## src/rtl/gate_truth_table_analyzer.sv

```systemverilog
// Drives the four {a,b} vectors into an external 2-input gate and samples its output.
// Builds the 4-bit truth table and classifies it into a gate code.
module gate_truth_table_analyzer #(
  parameter int unsigned SETTLE_CYCLES = 2
) (
  input  logic       clk,
  input  logic       rst_n,
  input  logic       start,
  output logic       busy,
  output logic       done,
  output logic       stim_a,
  output logic       stim_b,
  input  logic       dut_y,
  output logic [3:0] truth_table,
  output logic [2:0] gate_id,
  output logic       valid_match
);

  typedef enum logic [1:0] {
    ST_IDLE   = 2'd0,
    ST_SETTLE = 2'd1,
    ST_DONE   = 2'd2
  } state_t;

  localparam logic [3:0] CNT_RELOAD = 4'(SETTLE_CYCLES - 1);

  state_t     r_state;
  state_t     w_state_nxt;
  logic [1:0] r_idx;
  logic [1:0] w_idx_nxt;
  logic [3:0] r_cnt;
  logic [3:0] w_cnt_nxt;
  logic [2:0] r_shadow;
  logic [2:0] w_shadow_nxt;
  logic       w_last_sample;

  logic       r_busy;
  logic       r_done;
  logic       r_stim_a;
  logic       r_stim_b;
  logic [3:0] r_tt;
  logic [2:0] r_id;
  logic       r_valid;

  logic       w_busy_nxt;
  logic       w_done_nxt;
  logic       w_stim_a_nxt;
  logic       w_stim_b_nxt;
  logic [3:0] w_tt_nxt;
  logic [2:0] w_id_nxt;
  logic       w_valid_nxt;

  // Map a truth table (bit i = y for {a,b}=i) to its gate code; 7 means unknown.
  function automatic logic [2:0] classify(input logic [3:0] tt);
    logic [2:0] id;
    case (tt)
      4'b1000: id = 3'd0;
      4'b1110: id = 3'd1;
      4'b0111: id = 3'd2;
      4'b0001: id = 3'd3;
      4'b0110: id = 3'd4;
      4'b1001: id = 3'd5;
      4'b0011: id = 3'd6;
      default: id = 3'd7;
    endcase
    return id;
  endfunction

  assign w_last_sample = (r_state == ST_SETTLE) && (r_cnt == 4'd0) && (r_idx == 2'd3);

  // State, vector index, settle counter and partial-table shadow registers.
  always_ff @(posedge clk or negedge rst_n) begin
    if (!rst_n) begin
      r_state  <= ST_IDLE;
      r_idx    <= 2'd0;
      r_cnt    <= 4'd0;
      r_shadow <= 3'd0;
    end else begin
      r_state  <= w_state_nxt;
      r_idx    <= w_idx_nxt;
      r_cnt    <= w_cnt_nxt;
      r_shadow <= w_shadow_nxt;
    end
  end

  // Next-state and sweep sequencing.
  always_comb begin
    w_state_nxt  = r_state;
    w_idx_nxt    = r_idx;
    w_cnt_nxt    = r_cnt;
    w_shadow_nxt = r_shadow;
    case (r_state)
      ST_IDLE: begin
        if (start) begin
          w_state_nxt = ST_SETTLE;
          w_idx_nxt   = 2'd0;
          w_cnt_nxt   = CNT_RELOAD;
        end else begin
          w_state_nxt = ST_IDLE;
        end
      end
      ST_SETTLE: begin
        if (r_cnt != 4'd0) begin
          w_cnt_nxt = r_cnt - 4'd1;
        end else begin
          // Vector 3 is never stored; it feeds the result directly on the last edge.
          for (int i = 0; i < 3; i++) begin
            if (r_idx == 2'(i)) begin
              w_shadow_nxt[i] = dut_y;
            end else begin
              w_shadow_nxt[i] = r_shadow[i];
            end
          end
          if (r_idx == 2'd3) begin
            w_state_nxt = ST_DONE;
          end else begin
            w_idx_nxt = r_idx + 2'd1;
            w_cnt_nxt = CNT_RELOAD;
          end
        end
      end
      ST_DONE: begin
        w_state_nxt = ST_IDLE;
      end
      default: begin
        w_state_nxt = ST_IDLE;
      end
    endcase
  end

  // Next values for the registered outputs, derived from the upcoming state.
  always_comb begin
    w_busy_nxt = (w_state_nxt == ST_SETTLE);
    w_done_nxt = (w_state_nxt == ST_DONE);
    if (w_state_nxt == ST_SETTLE) begin
      w_stim_a_nxt = w_idx_nxt[1];
      w_stim_b_nxt = w_idx_nxt[0];
    end else begin
      w_stim_a_nxt = 1'b0;
      w_stim_b_nxt = 1'b0;
    end
    if (w_last_sample) begin
      w_tt_nxt    = {dut_y, r_shadow};
      w_id_nxt    = classify(w_tt_nxt);
      w_valid_nxt = (w_id_nxt != 3'd7);
    end else begin
      w_tt_nxt    = r_tt;
      w_id_nxt    = r_id;
      w_valid_nxt = r_valid;
    end
  end

  // Output registers.
  always_ff @(posedge clk or negedge rst_n) begin
    if (!rst_n) begin
      r_busy   <= 1'b0;
      r_done   <= 1'b0;
      r_stim_a <= 1'b0;
      r_stim_b <= 1'b0;
      r_tt     <= 4'b0000;
      r_id     <= 3'd7;
      r_valid  <= 1'b0;
    end else begin
      r_busy   <= w_busy_nxt;
      r_done   <= w_done_nxt;
      r_stim_a <= w_stim_a_nxt;
      r_stim_b <= w_stim_b_nxt;
      r_tt     <= w_tt_nxt;
      r_id     <= w_id_nxt;
      r_valid  <= w_valid_nxt;
    end
  end

  assign busy        = r_busy;
  assign done        = r_done;
  assign stim_a      = r_stim_a;
  assign stim_b      = r_stim_b;
  assign truth_table = r_tt;
  assign gate_id     = r_id;
  assign valid_match = r_valid;

endmodule

```

## config.mk

```make
export PLATFORM = sky130hd
export DESIGN_NAME = gate_truth_table_analyzer
export DESIGN_NICKNAME = d
export VERILOG_FILES = /design/src/rtl/gate_truth_table_analyzer.sv
export SDC_FILE = /design/constraint.sdc
export NUM_CORES = 1
export LEC_CHECK = 0
export BUFFER_PORTS_ARGS = -buffer_cell sky130_fd_sc_hd__buf_4
export CORE_MARGIN = 2
export CORE_UTILIZATION = 59
export DETAILED_ROUTE_END_ITERATION = 10
export PLACE_DENSITY = 0.81
export SLEW_MARGIN = 20
export SYNTH_ARGS = -nofsm -noshare
export SYNTH_HDL_FRONTEND = slang
export SYNTH_SLANG_ARGS = --single-unit
```

## constraint.sdc

```tcl
create_clock -name clk -period 4.8 [get_ports clk]
set_clock_uncertainty 0.2 [all_clocks]
set_input_delay 0.72 -clock clk [delete_from_list [all_inputs] [get_ports clk]]
set_output_delay 0.72 -clock clk [all_outputs]
set_load 0.01 [all_outputs]
```

==> results.yml, run 1 <==
status:
  status: "completed"
power:
  p_switching_mw: 0.327
  p_int_mw: 0.534
  powerDensity_nw_per_um2: 688
  switching_share_pct: 38.0
  total_power_mw: 0.861
  clkPwrFrac_pct: 10.2
  p_comb_share_pct: 45.3
  seqPwrFrac_pct: 44.6
  power.leakage_nw: 0.553
  ir_drop_mv: 0.449
layout:
  fin_util_pct: 71.7
  diodes: 0
  nFillCells: 135
  area_growth_pct: 14.2
  drive_above_1_share_pct: 33.9
  fin_nets: 116
die:
  core.rowCount: 15
  core_area_um2: 1750
  io_pins: 16
  start_util_pct: 62.8
  die_width_um: 47.1
  die_y_um: 47.1
  die-area_um2: 2220
logic_synthesis:
  synth_cell_type_count: 34
  synth_cells: 94
  syn_nets: 100
  synthArstFlopShare_pct: 100
  syn_area_um2: 1100
  synth_top_area_share_pct: 45.7
  synth-edff-count: 0
  synth.most_common_cell: "dfrtp_1"
  synth.avg_cell_area_um2: 11.7
  synth_top_flop_cell: "dfrtp_1"
  synthTopCellsByArea: "dfrtp_1, mux2_2, dfstp_2"
  synth_top_cell_by_area: "dfrtp_1"
  ys_seq_area_share_pct: 52.9
  ys_warn_count: 0
  synthTopCellsByCount: "dfrtp_1, mux2_2, inv_1"
  synth.ff_latch_count: 23
job:
  maxCapViolCount: 0
setup_path:
  required_ps: 4800
  startpoint: "r_cnt[0]$_DFFE_PN0P_"
  arrival_ps: 2170
  start_kind: "flip-flop"
  r2r-end: "truth_table[1]$_DFFE_PN0P_"
  cp-end-kind: "flip-flop"
  rrSetupSlack_ps: 2640
  crit_path_end: "truth_table[1]$_DFFE_PN0P_"
  r2r-start: "r_cnt[0]$_DFFE_PN0P_"
  cp_max_fo: 9
  reg2regPathDepth: 5
  critPathKind: "flip-flop to flip-flop"
routing:
  drt-vias-per-instance: 5.57
  drc: 0
  wire_per_inst_um: 13.6
  antenna_left: 0
  dr.first_iter.drc_count: 9
  routed_wl_um: 1830
  vias: 746
  first_pass_iters: 4
global_routing:
  antenna_found_initial: 0
  groute.usage.overall_pct: 19.6
  grt_pass1_vias: 679
  grt_pass1_wl_um: 3060
  grt.overflow.total: 0
  grt_max_degree: 24
clocking:
  cts_setup_buffers: 0
  clock_latency_ps: 300
  ctsRootBufferMaster: "clkbuf_4"
  cts_htree_levels: 1
  cts_buffers: 3
  cts_tree: "yes"
  cts_hold_buf: 0
  post_cts_resize_count: 0
  clkTransAtPathRegs_ps: 120
  cts_buffer_depth: 2
  cts_sinks: 23
timing:
  final-setup-viol-count: 0
  setup_ws_ps: 2640
  rsz0062_at_grt: "no"
  maxSlewHeadroom_pct: 61.2
  hold_viol: 0
  fmax_mhz: 463
  post-route-min-period_ps: 2160
  fin_crit_sh_pct: 45.0
  finalSetupTns_ps: 0
  slew_viol_final: 0
  worst_pin_slew_ps: 579
placement:
  routabilityCongestion: 0.803
  dpl.hpwl_um: 1340
  pre_cts_slack_ps: 2640
  io_buffers: 15
min_path:
  hold_path_class: "input pin to asynchronous set/reset pin"
## cell families after synthesis
family / after synthesis / synth area share [%]
XOR/XNOR: 4 / 3.20
flip-flops: 23 / 52.9
adder cells (fa/ha/maj): 2 / 2.28
AND/OR/NAND/NOR: 24 / 13.9
multiplexers: 13 / 13.1
buffers and inverters: 12 / 4.22
AO/OA/AOI/OAI: 16 / 10.4
## metrics by stage
step | cells | cell area (um2) | hold slack, ps
after global routing | 134 | 1250 | 74.1
after CTS | 134 | 1250 | 79.1
after global placement | 130 | 1220 | 298
after detailed placement | 130 | 1220 | 302
after floorplan | 94 | 1100 | 224
final | 134 | 1250 | 76.7
## worst min path at each step
stage / to / slack, ps / cells after the start / start
global placement: truth_table[0]$_DFFE_PN0P_ / 300 / 1 / truth_table[0]$_DFFE_PN0P_
detailed placement: truth_table[0]$_DFFE_PN0P_ / 300 / 1 / truth_table[0]$_DFFE_PN0P_
CTS: r_idx[1]$_DFF_PN0_ / 80 / 1 / rst_n
global route: r_shadow[2]$_DFFE_PN0P_ / 70 / 1 / rst_n
finish: r_state[0]$_DFF_PN0_ / 80 / 1 / rst_n
floorplan: busy$_DFF_PN0_ / 220 / 0 / rst_n
## power groups by stage
| stage | logic (mW) | clock network [mW] | registers, mW |
|---|---|---|---|
| 2_1_floorplan | 0.263 | 0 | 0.383 |
| 3_3_place_gp | 0.377 | 0 | 0.384 |
| 3_5_place_dp | 0.394 | 0 | 0.387 |
| 4_1_cts | 0.395 | 0.0899 | 0.383 |
| 5_1_grt | 0.434 | 0.100 | 0.398 |
| 6_report | 0.390 | 0.0874 | 0.384 |
## sequential cells by signal, indices dropped and copies added, names as in the netlist
signal and cells:
valid_match 1, truth_table 4, r_cnt 4, gate_id 3, done 1, r_idx 2
stim_a 1, r_shadow 3, stim_b 1, busy 1, r_state 2
## final cells by class
cell class / instances / area, um2 / area share [%]
Clock buffer: 3 / 22.5 / 1.80
Clock inverter: 1 / 5.00 / 0.400
Multi-Input combinational cell: 59 / 470 / 37.6
Tap cell: 25 / 31.3 / 2.50
Timing Repair Buffer: 15 / 113 / 9.00
Inverter: 8 / 30.0 / 2.40
Sequential cell: 23 / 579 / 46.3
## cell usage in the layout (no fill, tap or decap), drive strengths merged
master,count
dfrtp,20
o21bai,1
buf,15
nor3b,1
o21ai,3
ha,2
o221ai,1
nor3,3
a41oi,2
or3,1
o21a,1
dfstp,3
xnor2,3
or3b,1
xor2,1
clkbuf,3
nor2,4
mux2i,2
a21bo,1
o32ai,1
a21oi,3
nand3,4
or4,1
o22ai,1
nor2b,3
nand2b,1
mux2,11
a2bb2oi,1
nand4bb,1
a22o,1
nand4b,1
inv,8
nand2,3
clkinv,1
## routing by layer
layer  up-vias  part of all wire, %  global-route usage [%]  wire length, um
li1        358                    -                       -                -
met1       370                   49                    29.2              887
met2        16                   47                    28.2              867
met3         2                  3.3                    3.46               60
met4         0                 0.71                    8.33               13
met5         -                    0                       0                0
## worst max-delay path, stage by stage (launching register included)
cell,delay (ps)
dfrtp_1,400
inv_1,100
ha_1,170
nand4bb_1,290
nor3_4,510
mux2_2,390
No activity file was read; power rests on OpenSTA's default activity.
==> run 2, diff against run 1 <==
Settings changed: CORE_UTILIZATION 59 to 54, PLACE_DENSITY 0.81 to 0.75.
Clock period 4.8 ns to 2.1 ns, I/O delays scaled along.
==> run 2 against run 1 <==
Net effect: die area rose by 8.5%; utilization fell by 4.9 points; fmax rose by 9.0%; routed wire length rose by 9.7%; largest cell class unchanged; largest power group unchanged; highest routed layer unchanged.
==> results.yml, run 2 (synthesized netlist as in run 1, its figures left out) <==
routing:
  routed_wl_um: 2010
  wire_per_inst_um: 14.3
  first_pass_iters: 4
  drc: 0
  vias: 762
  dr.first_iter.drc_count: 7
  drt-vias-per-instance: 5.44
  antenna_left: 0
clocking:
  cts_htree_levels: 1
  cts_buffers: 3
  clkTransAtPathRegs_ps: 120
  clock_latency_ps: 320
  cts_buffer_depth: 2
  cts_sinks: 23
  cts_tree: "yes"
  ctsRootBufferMaster: "clkbuf_4"
timing:
  fin_crit_sh_pct: 94.4
  post-route-min-period_ps: 1980
  fmax_mhz: 505
  final-setup-viol-count: 0
  slew_viol_final: 0
  finalSetupTns_ps: 0
  maxSlewHeadroom_pct: 70.3
  rsz0062_at_grt: "no"
  hold_viol: 0
  worst_pin_slew_ps: 443
  whs_ps: 107
status:
  status: "completed"
min_path:
  hold_path_class: "input pin to flip-flop"
  min-delay-start: "dut_y"
die:
  die_y_um: 49.1
  start_util_pct: 56.4
  io_pins: 16
  die_width_um: 49.1
  die-area_um2: 2410
  core.rowCount: 16
  core_area_um2: 1940
power:
  power.leakage_nw: 0.570
  total_power_mw: 2.04
  powerDensity_nw_per_um2: 1580
  ir_drop_mv: 0.846
job:
  maxCapViolCount: 0
setup_path:
  cp-end-kind: "flip-flop"
  slowest_delay_ps: 410
  crit_family: "simple AND/OR/NAND/NOR gates"
  critPathKind: "flip-flop to flip-flop"
  slowest_stage: "dfrtp_1"
  cp.buffers_inverters: 1
  start_kind: "flip-flop"
  required_ps: 2110
  startpoint: "r_cnt[0]$_DFFE_PN0P_"
  critical_path.cell_chain: "inv_1 > ha_1 > nand4bb_1 > nor3_4 > mux2_2"
  cp_max_fo: 9
  r2r-start: "r_cnt[0]$_DFFE_PN0P_"
  arrival_ps: 1990
global_routing:
  antenna_found_initial: 0
  grt_pass1_vias: 755
  grt_pass1_wl_um: 3620
  groute.usage.overall_pct: 20.5
  grt_max_degree: 24
  grt.overflow.total: 0
layout:
  fin_area_um2: 1300
  area_growth_pct: 18.3
  fin_nets: 120
  diodes: 0
  drive_above_1_share_pct: 35.4
  layout_common_cells: "dfrtp_1, buf_4, mux2_2"
  nFillCells: 165
  final_common_cell: "dfrtp_1"
placement:
  io_buffers: 15
  postPlaceCellArea_um2: 1250
  dpl.hpwl_um: 1420
  routabilityCongestion: 0.814
-- run 2: layout make-up --
type / count / area, um2 / area share [%]
inverters: 8 / 30.0 / 2.32
multi-input cells: 59 / 482 / 37.2
well taps: 27 / 33.8 / 2.61
clock buffers: 4 / 26.3 / 2.03
repair buffers: 19 / 145 / 11.2
flip-flops and latches: 23 / 579 / 44.7
-- run 2: path summary, 6_finish.rpt --
path | end | slack [ps] | cells past startpoint
max in group asynchronous | gate_id[1]$_DFFE_PN1P_ | 1220 | 2
hold / removal | truth_table[3]$_DFFE_PN0P_ | 110 | 2
hold reg to reg | truth_table[1]$_DFFE_PN0P_ | 330 | 1
setup reg to reg | truth_table[0]$_DFFE_PN0P_ | 120 | 5
min in group asynchronous | r_idx[0]$_DFF_PN0_ | 200 | 2
setup / recovery | truth_table[0]$_DFFE_PN0P_ | 120 | 5
-- run 2: what timing repair did --
item | in CTS | in global routing
hold buffers | 1 | 0
endpoints found under the setup margin | 0 | 5
gates resized for setup | 0 | 2
endpoints found under the hold margin | 23 | 0
setup buffers | 0 | 0
-- run 2: metal layers --
layer / global-route usage [%] / vias to the layer above / routed length (um)
met5: 0 / - / 0
met4: 8.57 / 0 / 33
met3: 4.29 / 4 / 85
met2: 29.2 / 17 / 936
met1: 30.5 / 370 / 950
li1: - / 371 / -
-- run 2: stage by stage --
stage / setup slack [ps] / utilization, % / std cells
CTS: 87.2 / 66.2 / 140
global placement: 183 / 64.3 / 135
global route: 6.42 / 66.8 / 140
finish: 118 / 66.8 / 140
detailed placement: 109 / 64.3 / 135
floorplan: 237 / - / 94
-- run 2: power by group --
| group | switching [mW] | leakage, nW | internal [mW] |
|---|---|---|---|
| logic | 0.429 | 0.284 | 0.519 |
| clock network | 0.134 | 0.0150 | 0.0743 |
| registers | 0.213 | 0.272 | 0.673 |
| total | 0.776 | 0.570 | 1.27 |
